--- config.mk ---
export PLATFORM = sky130hd
export DESIGN_NAME = writeback_regfile_flat
export DESIGN_NICKNAME = d
export VERILOG_FILES = /design/src/rtl/writeback_regfile_if.sv /design/src/rtl/writeback_regfile.sv /design/src/flat_wrapper.sv
export SDC_FILE = /design/constraint.sdc
export NUM_CORES = 2
export LEC_CHECK = 0
export CORE_ASPECT_RATIO = 0.9
export CORE_MARGIN = 2
export CORE_UTILIZATION = 60
export DETAILED_ROUTE_END_ITERATION = 10
export HOLD_SLACK_MARGIN = 0.1
export MAX_ROUTING_LAYER = met4
export PLACE_DENSITY = 0.79
export SLEW_MARGIN = 5
export SYNTH_ARGS = -nofsm -noshare
export SYNTH_HDL_FRONTEND = slang
export SYNTH_SLANG_ARGS = --single-unit
--- constraint.sdc ---
create_clock -name clk -period 4.9 [get_ports clk]
set_input_delay 0.98 -clock clk [delete_from_list [all_inputs] [get_ports clk]]
set_output_delay 0.98 -clock clk [all_outputs]
set_load 0.05 [all_outputs]
--- src/rtl/writeback_regfile_if.sv ---
// MEM/WB writeback and ID-stage read-port bundle for the register file.
// Purely combinational signalling; no handshake, the pipeline never stalls this stage.
interface writeback_regfile_if #(
  parameter int DATA_WIDTH = 32
);
  logic                  in_Ctrl_Jal;
  logic                  in_Ctrl_RegWrite;
  logic                  in_Ctrl_MemToReg;
  logic [DATA_WIDTH-1:0] in_RAM_Read_Data;
  logic [DATA_WIDTH-1:0] in_ALU_Result;
  logic [4:0]            in_Write_Register;
  logic [DATA_WIDTH-1:0] in_Return_Address;
  logic [4:0]            in_Read_Register_1;
  logic [4:0]            in_Read_Register_2;
  logic [DATA_WIDTH-1:0] out_Read_Data_1;
  logic [DATA_WIDTH-1:0] out_Read_Data_2;
  logic [DATA_WIDTH-1:0] out_WB_Data;
  logic [DATA_WIDTH-1:0] out_Write_Count;

  modport master (
    output in_Ctrl_Jal, in_Ctrl_RegWrite, in_Ctrl_MemToReg,
    output in_RAM_Read_Data, in_ALU_Result, in_Write_Register, in_Return_Address,
    output in_Read_Register_1, in_Read_Register_2,
    input  out_Read_Data_1, out_Read_Data_2, out_WB_Data, out_Write_Count
  );

  modport slave (
    input  in_Ctrl_Jal, in_Ctrl_RegWrite, in_Ctrl_MemToReg,
    input  in_RAM_Read_Data, in_ALU_Result, in_Write_Register, in_Return_Address,
    input  in_Read_Register_1, in_Read_Register_2,
    output out_Read_Data_1, out_Read_Data_2, out_WB_Data, out_Write_Count
  );
endinterface

--- src/rtl/writeback_regfile.sv ---
// Writeback select + 32-entry register file with write-to-read bypass and a wrapping commit counter.
// Reads are combinational (same-cycle bypass), writes land on the rising edge; never backpressures.
module writeback_regfile #(
  parameter int         DATA_WIDTH = 32,
  parameter logic [4:0] RA_INDEX   = 5'd31
) (
  input logic                clk,
  input logic                reset,
  writeback_regfile_if.slave bus
);

  logic [DATA_WIDTH-1:0] regs [32];
  logic [DATA_WIDTH-1:0] write_count;
  logic [DATA_WIDTH-1:0] wb_data;
  logic [4:0]            wa;
  logic                  we;
  logic                  commit;
  logic [DATA_WIDTH-1:0] rd_data_1;
  logic [DATA_WIDTH-1:0] rd_data_2;

  // jal overrides both the destination and the data source, even with RegWrite low
  always_comb begin
    wa      = bus.in_Ctrl_Jal ? RA_INDEX : bus.in_Write_Register;
    we      = bus.in_Ctrl_Jal | bus.in_Ctrl_RegWrite;
    commit  = we && (wa != 5'd0);
    wb_data = bus.in_ALU_Result;
    if (bus.in_Ctrl_Jal)
      wb_data = bus.in_Return_Address;
    else if (bus.in_Ctrl_MemToReg)
      wb_data = bus.in_RAM_Read_Data;
  end

  always_comb begin
    rd_data_1 = regs[bus.in_Read_Register_1];
    if (bus.in_Read_Register_1 == 5'd0)
      rd_data_1 = '0;
    else if (commit && (bus.in_Read_Register_1 == wa))
      rd_data_1 = wb_data;
  end

  always_comb begin
    rd_data_2 = regs[bus.in_Read_Register_2];
    if (bus.in_Read_Register_2 == 5'd0)
      rd_data_2 = '0;
    else if (commit && (bus.in_Read_Register_2 == wa))
      rd_data_2 = wb_data;
  end

  // Entry 0 is cleared by reset and never written, so it stays zero in the array too
  always_ff @(posedge clk) begin
    if (reset) begin
      for (int i = 0; i < 32; i++)
        regs[i] <= '0;
      write_count <= '0;
    end else if (commit) begin
      regs[wa]    <= wb_data;
      write_count <= write_count + 1'b1;
    end
  end

  assign bus.out_Read_Data_1 = rd_data_1;
  assign bus.out_Read_Data_2 = rd_data_2;
  assign bus.out_WB_Data     = wb_data;
  assign bus.out_Write_Count = write_count;

endmodule

--- src/flat_wrapper.sv ---
// flat-port wrapper written by rule: the top's interface ports become plain ports
module writeback_regfile_flat 
#(
  parameter int         DATA_WIDTH = 32,
  parameter logic [4:0] RA_INDEX   = 5'd31
)
  (clk, reset, bus_in_Ctrl_Jal, bus_in_Ctrl_RegWrite, bus_in_Ctrl_MemToReg, bus_in_RAM_Read_Data, bus_in_ALU_Result, bus_in_Write_Register, bus_in_Return_Address, bus_in_Read_Register_1, bus_in_Read_Register_2, bus_out_Read_Data_1, bus_out_Read_Data_2, bus_out_WB_Data, bus_out_Write_Count);
  writeback_regfile_if #(.DATA_WIDTH(DATA_WIDTH)) bus_i ();
  input logic clk;
  input logic reset;
  input wire logic [$bits(bus_i.in_Ctrl_Jal)-1:0] bus_in_Ctrl_Jal;
  input wire logic [$bits(bus_i.in_Ctrl_RegWrite)-1:0] bus_in_Ctrl_RegWrite;
  input wire logic [$bits(bus_i.in_Ctrl_MemToReg)-1:0] bus_in_Ctrl_MemToReg;
  input wire logic [$bits(bus_i.in_RAM_Read_Data)-1:0] bus_in_RAM_Read_Data;
  input wire logic [$bits(bus_i.in_ALU_Result)-1:0] bus_in_ALU_Result;
  input wire logic [$bits(bus_i.in_Write_Register)-1:0] bus_in_Write_Register;
  input wire logic [$bits(bus_i.in_Return_Address)-1:0] bus_in_Return_Address;
  input wire logic [$bits(bus_i.in_Read_Register_1)-1:0] bus_in_Read_Register_1;
  input wire logic [$bits(bus_i.in_Read_Register_2)-1:0] bus_in_Read_Register_2;
  output wire logic [$bits(bus_i.out_Read_Data_1)-1:0] bus_out_Read_Data_1;
  output wire logic [$bits(bus_i.out_Read_Data_2)-1:0] bus_out_Read_Data_2;
  output wire logic [$bits(bus_i.out_WB_Data)-1:0] bus_out_WB_Data;
  output wire logic [$bits(bus_i.out_Write_Count)-1:0] bus_out_Write_Count;
  assign bus_i.in_Ctrl_Jal = bus_in_Ctrl_Jal;
  assign bus_i.in_Ctrl_RegWrite = bus_in_Ctrl_RegWrite;
  assign bus_i.in_Ctrl_MemToReg = bus_in_Ctrl_MemToReg;
  assign bus_i.in_RAM_Read_Data = bus_in_RAM_Read_Data;
  assign bus_i.in_ALU_Result = bus_in_ALU_Result;
  assign bus_i.in_Write_Register = bus_in_Write_Register;
  assign bus_i.in_Return_Address = bus_in_Return_Address;
  assign bus_i.in_Read_Register_1 = bus_in_Read_Register_1;
  assign bus_i.in_Read_Register_2 = bus_in_Read_Register_2;
  assign bus_out_Read_Data_1 = bus_i.out_Read_Data_1;
  assign bus_out_Read_Data_2 = bus_i.out_Read_Data_2;
  assign bus_out_WB_Data = bus_i.out_WB_Data;
  assign bus_out_Write_Count = bus_i.out_Write_Count;
  writeback_regfile #(.DATA_WIDTH(DATA_WIDTH), .RA_INDEX(RA_INDEX)) u_core (.clk(clk), .reset(reset), .bus(bus_i));
endmodule
==> results.toml <==
[run_status]
run_status = "complete, but fails checks"
failed_checks = "setup timing"

[synthesis]
area_contributors_post_synth = "edfxtp_1 56%, mux4_2 21%, nor2_1 7.4%, mux2i_1 3.3%, clkbuf_1 1.7%"
synth.top_cells.by_count = "1090 x nor2_1, 1024 x edfxtp_1, 504 x mux4_2, 250 x clkbuf_1, 181 x mux2i_1"
postSynthCellCount = 4025
synth_xor_area_share_pct = 0.492
yosys.cell_types.count = 69
synthesis.yosys.warnings = 0
synth.area.mux_share_pct = 24.2
post_synth.cell_area_avg_sq_um = 13.7
yosys.area_share.adder_pct = 0.0227
yosysMostFrequentCell = "nor2_1"
synth_ff_type = "edfxtp_1"
synth_largest_type_area_fraction_pct = 55.7
synth_edf_count = 1024
synth-compound-area-share_pct = 3.73
yosys_register_bits = 1056
dominant_combinational_cell_family_by_area_after_synthesis = "multiplexers"
netlist.top_cell.by_area = "edfxtp_1"
netlist_area_sq_mm = 0.0552
yosysSeqAreaShare_pct = 56.9
synthSimpleGateAreaFrac_pct = 10.9
synth_async_sr_flop_share_pct = 0

[worst_setup_path]
critPathLaunchType = "input pin"
setup.worst_path.end_class = "output pin"
cp.required_ns = 3.92
critPathMaxFanout = 14
criticalPathCategory = "in -> out"
worst_ep_arrival_time_ns = 4.00

[finish]
area_growth_pct = 17.2
fin_nets = 4390
drive_above_1_share_pct = 26.4

[sta]
tightest_slew_ns = 1.20
clock_skew_ns = 0.00598
hold_viol_final = 0
final.hold.worst_slack_ns = 0.497
period_needed_ns = 4.98
slew_headroom_pct = 17.7
fmaxAchievable_mhz = 201
unrepaired_setup_endpoints_after_global_routing = "no"
post-route-period-util_pct = 102
report.final.slew_viol_count = 0
report.final.setup_viol = 1
final_critical_path_setup_slack_ns = -0.0848

[drt]
route.top_layer_used = "met4"
routed_wire_length_per_instance_um = 36.6
met2_wirelength_um = 86000
routed_wirelength_um = 205000
routed-via-count = 42200
wl_met3_um = 40600
detailedRoute.firstIterationViolations = 8497
wl_met1_um = 61100
final_antenna_net_count = 0
drc = 0
vias_per_cell = 7.52
drtPass1Iterations = 9

[floorplan]
floorplan.core_area_sq_mm = 0.0912
die-width_um = 324
floorplan.die.height_um = 292
floorplan.rows = 105
initial_standard_cell_utilization_of_the_core_pct = 60.5
die_area_sq_mm = 0.0944
floorplan.io_pins = 244

[grt]
grt_start_max_net_pins = 66
global_route.overflow_total = 0
grt_util_all_layers_pct = 44.9
wire_length_of_the_first_global_routing_pass_um = 287000
number_of_global_route_vias_before_repair = 41500
grt_antenna_before_repair = 10

[cts]
clk_pin_slew_ns = 0.06
post_cts.repair.setup_buffers = 0
cts_buffers = 106
clkLatencyLatePin_ns = 0.68
clock-sinks = 1056
cts.htree.levels = 3
clock_tree.root_cell = "clkbuf_16"
cts_tree = "done"
clockBufferDepth = 3

[power]
ir_worst_vdd_mv = 0.321
p_total_mw = 22.7
power_per_standard_cell_area_mw_per_mm2 = 351
power_leakage_nw = 22.7

[place]
place_ws_ns = -0.00385
port-buffer-count = 243
detailedPlacementHpwl_um = 125000
place.gp.congestion = 0.977

[worst_hold_path]
min_path_type = "reg -> reg"

[flow_run]
drv_cap = 0
area by class of cell:
class                      count  area [sq um]
sequential                  1056         31400
clock inverter                57           428
multi-input combinational   2542         22300
fill                        5774         26500
clock buffer                 139          2860
inverter                      39           149
timing repair buffer         528          5930
antenna                       12          30.0
tap                         1230          1540
routing by layer:
| metal | global-route usage (%) | vias to the layer above |
|---|---|---|
| li1 | - | 15800 |
| met1 | 54.4 | 20300 |
| met2 | 61.4 | 4924 |
| met3 | 20.5 | 1206 |
| met4 | 27.8 | 0 |
| met5 | - | - |
worst max-delay path, stage by stage:
cell      delay (ns)
buf_2           0.50
nand2b_1        0.73
nor3_1          0.19
a211oi_1        0.63
nand3_1         0.42
a21oi_1         0.37
buf_12          0.18
sequential cells by signal, indices dropped and copies added (netlist names):
signal and count:
u_core.regs 1024, u_core.bus.out_Write_Count 32
layout by cell type, fill, tap and decap left out, types with 10 or more instances in the layout:
master / instances
nor2_1: 1089
edfxtp_1: 1024
mux4_2: 504
buf_4: 233
mux2i_1: 181
clkdlybuf4s50_1: 163
nand2_1: 133
buf_12: 123
clkbuf_16: 109
o22ai_1: 88
nor3_1: 46
a21oi_1: 45
a211oi_1: 41
inv_1: 37
nand3_1: 33
dfxtp_1: 32
conb_1: 32
a31oi_1: 31
nand2b_2: 31
nand2_2: 29
clkbuf_1: 28
clkinv_1: 26
a21oi_4: 22
o21ai_0: 22
nor2b_1: 22
o221ai_1: 21
clkinv_2: 21
xor2_1: 18
mux2_2: 18
nand2b_1: 14
xnor2_1: 13
diode_2: 12
and2_1: 12
a21oi_2: 10
timing repair:
action	in CTS	in global routing
hold buffers	0	0
resized for setup	1	4
endpoints found under the setup margin	1	9
through the flow:
| stage | std cells | TNS [ns] | utilization (%) | area, sq um |
|---|---|---|---|---|
| after floorplan | 4056 | 0 | - | 55300 |
| after global placement | 5395 | -0.0233 | 67.3 | 61300 |
| after detailed placement | 5395 | -0.00385 | 67.3 | 61300 |
| after CTS | 5591 | 0 | 70.9 | 64600 |
| after global routing | 5601 | 0 | 70.9 | 64700 |
| final | 5603 | -0.0848 | 70.9 | 64700 |
cell families after synthesis:
| family | after synthesis |
|---|---|
| and+or+nand+nor | 1459 |
| DFF | 1056 |
| muxes | 703 |
| buffers and inverters | 458 |
| AOI/OAI and AO/OA | 316 |
| xor gates and xnor gates | 31 |
| adders and majority gates | 1 |
| other | 1 |
where the power goes:
part	switching [mW]	total, mW	internal (mW)
clock network	3.53	7.89	4.36
registers	0.279	10.7	10.4
logic	2.45	4.14	1.69
path summary, 6_finish.rpt:
check | from | to | slack [ns] | cells past startpoint
worst max-delay path | bus_in_Read_Register_2[3] | bus_out_Read_Data_2[22] | -0.08 | 7
worst min-delay path | u_core.bus.out_Write_Count[31] | u_core.bus.out_Write_Count[31] | 0.50 | 2
worst max register to register | u_core.bus.out_Write_Count[1] | u_core.bus.out_Write_Count[25] | 2.24 | 5
worst min register to register | u_core.bus.out_Write_Count[31] | u_core.bus.out_Write_Count[31] | 0.50 | 2
(Power assumes the default switching activity.)
